### src/rtl/uart_link.sv
// uart_link: 8N1 UART with independent RX and TX paths.
// RX: 2-flop synchronizer, mid-bit sampling, and a frame-error pulse
//     with a wait-for-idle state after a bad stop bit.
// TX: shifter plus a one-entry holding register, so a queued byte goes
//     out back-to-back with the current frame.
module uart_link #(
    parameter int CLKS_PER_BIT = 434
) (
    input  logic       clk,
    input  logic       rst_n,
    input  logic       rxd,
    output logic       txd,
    output logic       rx_valid,
    output logic [7:0] rx_data,
    output logic       rx_frame_err,
    input  logic       tx_valid,
    input  logic [7:0] tx_data,
    output logic       tx_busy,
    output logic       tx_overrun
);

    localparam int CW = (CLKS_PER_BIT <= 2) ? 1 : $clog2(CLKS_PER_BIT);
    localparam logic [CW-1:0] BIT_LAST  = CW'(CLKS_PER_BIT - 1);
    localparam logic [CW-1:0] HALF_LAST = CW'(CLKS_PER_BIT / 2 - 1);

    // ------------------------------------------------------------------
    // Receiver
    // ------------------------------------------------------------------
    typedef enum logic [2:0] {RX_IDLE, RX_START, RX_DATA, RX_STOP, RX_WAIT} rx_state_t;

    rx_state_t     rx_state, rx_next;
    logic          rx_s1, rx_s2, rx_prev;
    logic [CW-1:0] rx_cnt;
    logic [2:0]    rx_bit;
    logic [7:0]    rx_shift;
    logic          rx_fall, rx_half_tick, rx_bit_tick;

    assign rx_fall      = rx_prev & ~rx_s2;
    assign rx_half_tick = (rx_cnt == HALF_LAST);
    assign rx_bit_tick  = (rx_cnt == BIT_LAST);

    // Synchronize rxd; rx_prev holds the previous synchronized level for edge detection
    always_ff @(posedge clk or negedge rst_n) begin
        if (!rst_n) begin
            rx_s1   <= 1'b1;
            rx_s2   <= 1'b1;
            rx_prev <= 1'b1;
        end else begin
            rx_s1   <= rxd;
            rx_s2   <= rx_s1;
            rx_prev <= rx_s2;
        end
    end

    // RX state register
    always_ff @(posedge clk or negedge rst_n) begin
        if (!rst_n) rx_state <= RX_IDLE;
        else        rx_state <= rx_next;
    end

    // RX next-state logic
    always_comb begin
        rx_next = rx_state;
        case (rx_state)
            RX_IDLE:  if (rx_fall) rx_next = RX_START;
            RX_START: if (rx_half_tick) rx_next = rx_s2 ? RX_IDLE : RX_DATA;
            RX_DATA:  if (rx_bit_tick && rx_bit == 3'd7) rx_next = RX_STOP;
            RX_STOP:  if (rx_bit_tick) rx_next = rx_s2 ? RX_IDLE : RX_WAIT;
            RX_WAIT:  if (rx_s2) rx_next = RX_IDLE;
            default:  rx_next = RX_IDLE;
        endcase
    end

    // RX baud counter, shift register and registered output pulses
    always_ff @(posedge clk or negedge rst_n) begin
        if (!rst_n) begin
            rx_cnt       <= '0;
            rx_bit       <= '0;
            rx_shift     <= '0;
            rx_data      <= '0;
            rx_valid     <= 1'b0;
            rx_frame_err <= 1'b0;
        end else begin
            rx_valid     <= 1'b0;
            rx_frame_err <= 1'b0;
            case (rx_state)
                RX_START: rx_cnt <= rx_half_tick ? '0 : rx_cnt + CW'(1);
                RX_DATA: begin
                    if (rx_bit_tick) begin
                        rx_cnt   <= '0;
                        rx_shift <= {rx_s2, rx_shift[7:1]};
                        rx_bit   <= rx_bit + 3'd1;
                    end else begin
                        rx_cnt <= rx_cnt + CW'(1);
                    end
                end
                RX_STOP: begin
                    if (rx_bit_tick) begin
                        rx_cnt <= '0;
                        if (rx_s2) begin
                            rx_data  <= rx_shift;
                            rx_valid <= 1'b1;
                        end else begin
                            rx_frame_err <= 1'b1;
                        end
                    end else begin
                        rx_cnt <= rx_cnt + CW'(1);
                    end
                end
                default: begin
                    // idle / wait: counters parked at zero for the next frame
                    rx_cnt <= '0;
                    rx_bit <= '0;
                end
            endcase
        end
    end

    // ------------------------------------------------------------------
    // Transmitter
    // ------------------------------------------------------------------
    typedef enum logic [1:0] {TX_IDLE, TX_START, TX_DATA, TX_STOP} tx_state_t;

    tx_state_t     tx_state, tx_next;
    logic [CW-1:0] tx_cnt;
    logic [2:0]    tx_bit;
    logic [7:0]    tx_shift;
    logic [7:0]    hold;
    logic          hold_full, hold_full_next;
    logic          tx_tick, stop_end;
    logic          load_direct, load_hold, store_hold;

    assign tx_tick  = (tx_cnt == BIT_LAST);
    assign stop_end = (tx_state == TX_STOP) && tx_tick;

    // A request is taken straight into the shifter when the shifter is free
    // this cycle (idle, or finishing a stop bit with nothing queued);
    // otherwise it goes to the holding register, or is dropped if that is full.
    assign load_direct = tx_valid && !hold_full && ((tx_state == TX_IDLE) || stop_end);
    assign load_hold   = stop_end && hold_full;
    assign store_hold  = tx_valid && !hold_full && !load_direct && (tx_state != TX_IDLE);

    // TX state register
    always_ff @(posedge clk or negedge rst_n) begin
        if (!rst_n) tx_state <= TX_IDLE;
        else        tx_state <= tx_next;
    end

    // TX next-state logic and next holding-register flag
    always_comb begin
        tx_next        = tx_state;
        hold_full_next = hold_full;
        if (store_hold)     hold_full_next = 1'b1;
        else if (load_hold) hold_full_next = 1'b0;
        case (tx_state)
            TX_IDLE:  if (load_direct) tx_next = TX_START;
            TX_START: if (tx_tick) tx_next = TX_DATA;
            TX_DATA:  if (tx_tick && tx_bit == 3'd7) tx_next = TX_STOP;
            TX_STOP:  if (tx_tick) tx_next = (load_hold || load_direct) ? TX_START : TX_IDLE;
            default:  tx_next = TX_IDLE;
        endcase
    end

    // TX baud counter, shifter, holding register and registered line/status outputs
    always_ff @(posedge clk or negedge rst_n) begin
        if (!rst_n) begin
            tx_cnt     <= '0;
            tx_bit     <= '0;
            tx_shift   <= '0;
            hold       <= '0;
            hold_full  <= 1'b0;
            txd        <= 1'b1;
            tx_busy    <= 1'b0;
            tx_overrun <= 1'b0;
        end else begin
            tx_overrun <= tx_valid && hold_full;
            hold_full  <= hold_full_next;
            tx_busy    <= (tx_next != TX_IDLE) || hold_full_next;
            if (store_hold) hold <= tx_data;
            tx_cnt <= (tx_state == TX_IDLE || tx_tick) ? '0 : tx_cnt + CW'(1);
            case (tx_state)
                TX_IDLE: begin
                    if (load_direct) begin
                        tx_shift <= tx_data;
                        txd      <= 1'b0;
                    end
                end
                TX_START: begin
                    if (tx_tick) begin
                        txd      <= tx_shift[0];
                        tx_shift <= {1'b0, tx_shift[7:1]};
                        tx_bit   <= '0;
                    end
                end
                TX_DATA: begin
                    if (tx_tick) begin
                        tx_bit <= tx_bit + 3'd1;
                        if (tx_bit == 3'd7) begin
                            txd <= 1'b1;
                        end else begin
                            txd      <= tx_shift[0];
                            tx_shift <= {1'b0, tx_shift[7:1]};
                        end
                    end
                end
                TX_STOP: begin
                    if (tx_tick) begin
                        if (load_hold) begin
                            tx_shift <= hold;
                            txd      <= 1'b0;
                        end else if (load_direct) begin
                            tx_shift <= tx_data;
                            txd      <= 1'b0;
                        end else begin
                            txd <= 1'b1;
                        end
                    end
                end
                default: txd <= 1'b1;
            endcase
        end
    end

endmodule
### config.mk
export PLATFORM = sky130hd
export DESIGN_NAME = uart_link
export DESIGN_NICKNAME = d
export VERILOG_FILES = /design/src/rtl/uart_link.sv
export SDC_FILE = /design/constraint.sdc
export NUM_CORES = 1
export LEC_CHECK = 0
export ABC_AREA = 1
export CORE_UTILIZATION = 58
export DETAILED_ROUTE_END_ITERATION = 7
export PLACE_DENSITY_LB_ADDON = 0.12
export SYNTH_ARGS = -nofsm -noshare
export SYNTH_HDL_FRONTEND = slang
export SYNTH_SLANG_ARGS = --single-unit
export TNS_END_PERCENT = 30
### constraint.sdc
create_clock -name clk -period 4 [get_ports clk]
set_clock_uncertainty 0.15 [all_clocks]
set_input_delay 0.4 -clock clk [delete_from_list [all_inputs] [get_ports clk]]
set_output_delay 0.4 -clock clk [all_outputs]
set_load 0.02 [all_outputs]
==> metrics.txt <==
Top Family by Delay on Critical Path=simple AND/OR/NAND/NOR gates; vias in the first global route=2689; leading area contributor after synthesis=dfrtp_1; placed inst area=3900 sq um; final std cells w/o fill=555; Worst EP arrival=2.45 ns; CTS clock-pin slew for the worst setup and hold paths=0.08 ns; WP buf/inv=0; htree depth=3; layout cells sized above 1=9.58%; antenna violations before repair=0; Core Box Area=5990 sq um; Crit Path Class=flip-flop to flip-flop; vias per cell=5.17; die width=81.0 um; area grow syn2layout=13.0%; PostCTS Resize Cnt=0; CTS root buf=clkbuf_8; post-synth top area share=45.6%; cell area after synthesis=3620 sq um; GRT Util Overall=23.3%; Final nets=501; reg2reg start=tx_state[1]; fmax=430 MHz; setup violators final=0; synthesized flop and latch total=70; port buffer count=24; Worst Setup Start Kind=flip-flop; largest stage delay on the critical path=0.49 ns; static leakage=2.06 nW; Setup Buffers After CTS=0; clk sinks=70; grt total ovfl=0; Mapped Cells=450; iteration count of the initial detailed-routing pass=4; Post-synth top flop=dfrtp_1; clock buffer count from CTS=9; Worst setup EP type=flip-flop; drt wl/cell=12.3 um; Yosys warning total=0; Placer Congestion=0.887; maximum clock path buffer count=2; die span in y=81.0 um; via count=2872; Post-DP HPWL=4.75 mm; Max rail drop VDD=264 uV; RSZ-0062 raised after global routing=false; MaxCap Viol Count=0; Pwr Total=0.00156 W; mean area per synthesized cell=8.05 sq um; Final Critical Period=2.32 ns; Final Cell Area=4090 sq um; DRT iter0 DRCs=157; Starting Density=60.5%; count of final max-slew check failures=0; syn_nets=476; synth unique cells=34; EDFF count, synth=0; filler instances=506; placed insts=539; sequential share of the synthesized area=48.5%; final setup TNS=0 ns; Synth async-reset ratio=100%; ANT cells=0; CTS Hold Buffers Added=0; status=finished, final reports clean; crit path cell chain=ha_1, or2_2, o21ai_2, nand2_2, a21oi_1, nand2_1, nand2_1; Clock Latency Late Sink=0.34 ns; CP startpoint=tx_state[1]; Slowest cell on crit path=ha_1; most frequent CP cell=nand2_1; CP max FO=20; DRC Markers=0; Layout Utilization=68.3%; max_slew headroom=28.0%; DIE AREA=6570 sq um; first-pass GRT wire length=11.7 mm; io pins=25; Worst R2R Path Depth=7; final worst-path cycle share=58.1%; Routed WL=6.84 mm; Hold Violations, Final=0; HP Class=input port to async pin; Crit path required time=4.12 ns; std cell rows=28; stages on the worst setup path=7; pin count of the biggest net entering global routing=51; Synth area leaders=dfrtp_1 46%, nand2_1 12%, nor2_1 5.3%, inv_1 5.2%, nand3_1 5.0%; Routed Antenna Nets=0; TritonCTS clock tree=yes; Tightest Pin Transition=1.08 ns; PD cells=380 nW/um^2
[cell families (layout without fill, tap and decap cells)]
logic type,Yosys count,after routing,share of synthesized area (%)
xor+xnor,4,4,0.967
buf+inv,62,92,7.01
fa+ha+maj,14,14,4.83
flops,70,70,48.5
simple gates,246,246,30.8
compound gates,54,54,7.87
[path summary, 6_finish.rpt]
check	end	slack, ns
min in group clk	rx_s2	0.21
hold reg to reg	rx_s2	0.21
setup / recovery	tx_shift[0]	1.68
max in group asynchronous	txd	2.67
hold / removal	rx_state[1]	0.09
setup reg to reg	tx_shift[0]	1.68
[cells in the mapped netlist (6+ instances only)]
cell and number:
nand2_1 120, dfrtp_1 66, o21ai_1 10, ha_1 14
nor2_1 51, nor3_1 6, inv_1 50, o21ai_0 13
a21oi_1 26, nand3_1 36, nand4_1 8, nand2_2 6
[layer usage]
layer | GRT usage, % | up-vias | routed length [um]
met2 | 37.9 | 58 | 3150
met4 | 8.04 | 0 | 76
met1 | 31.0 | 1323 | 3370
met5 | 0 | - | 0
met3 | 4.38 | 8 | 235
li1 | - | 1483 | -
[placed cells by master (no fill, tap or decap), types with 10 or more instances in the layout]
cell	synthesis	routed
nand2_1	120	120
dfrtp_1	66	66
nor2_1	51	51
inv_1	50	50
nand3_1	36	36
a21oi_1	26	26
clkdlybuf4s50_1	0	23
ha_1	14	14
o21ai_0	13	13
o21ai_1	10	10
[worst reg2reg max path, cell delays in order (launching register included)]
cell and delay (ns):
dfrtp_1 0.45, ha_1 0.49, or2_2 0.44, o21ai_2 0.15, nand2_2 0.22, a21oi_1 0.21
nand2_1 0.08, nand2_1 0.06
[cell type report]
class / count / area [sq um] / share of cell area [%]
inverters: 51 / 191 / 4.68
repair buffers: 25 / 243 / 5.93
well taps: 75 / 93.8 / 2.29
flip-flops and latches: 70 / 1760 / 42.9
clock buffers: 9 / 124 / 3.03
clock inverters: 7 / 72.6 / 1.77
multi-input cells: 318 / 1610 / 39.4
[sequential cells by signal (all words and copies together) (netlist names)]
| name | flops |
|---|---|
| tx_cnt | 9 |
| txd | 1 |
| rx_prev | 1 |
| rx_s2 | 1 |
| tx_busy | 1 |
| rx_cnt | 9 |
| rx_bit | 3 |
| rx_frame_err | 1 |
| rx_valid | 1 |
| rx_s1 | 1 |
| hold | 8 |
| rx_data | 8 |
| tx_shift | 8 |
| tx_state | 2 |
| rx_shift | 8 |
| tx_overrun | 1 |
| rx_state | 3 |
| hold_full | 1 |
| tx_bit | 3 |
[through the flow]
stage          hold WS [ns]  worst slack (ns)
2_1_floorplan       -0.0456              2.26
3_3_place_gp          0.197              1.50
3_5_place_dp          0.199              1.48
4_1_cts               0.137              1.69
5_1_grt               0.184              1.48
6_report             0.0899              1.68
[power by group]
part	total [W]	leakage [nW]	switching [W]	internal, W
combinational	0.000217	1.13	0.000141	0.0000754
sequential	0.000768	0.835	0.0000293	0.000738
clock	0.000573	0.0956	0.000284	0.000289
total	0.00156	2.06	0.000454	0.00110
(Power assumes the default switching activity.)
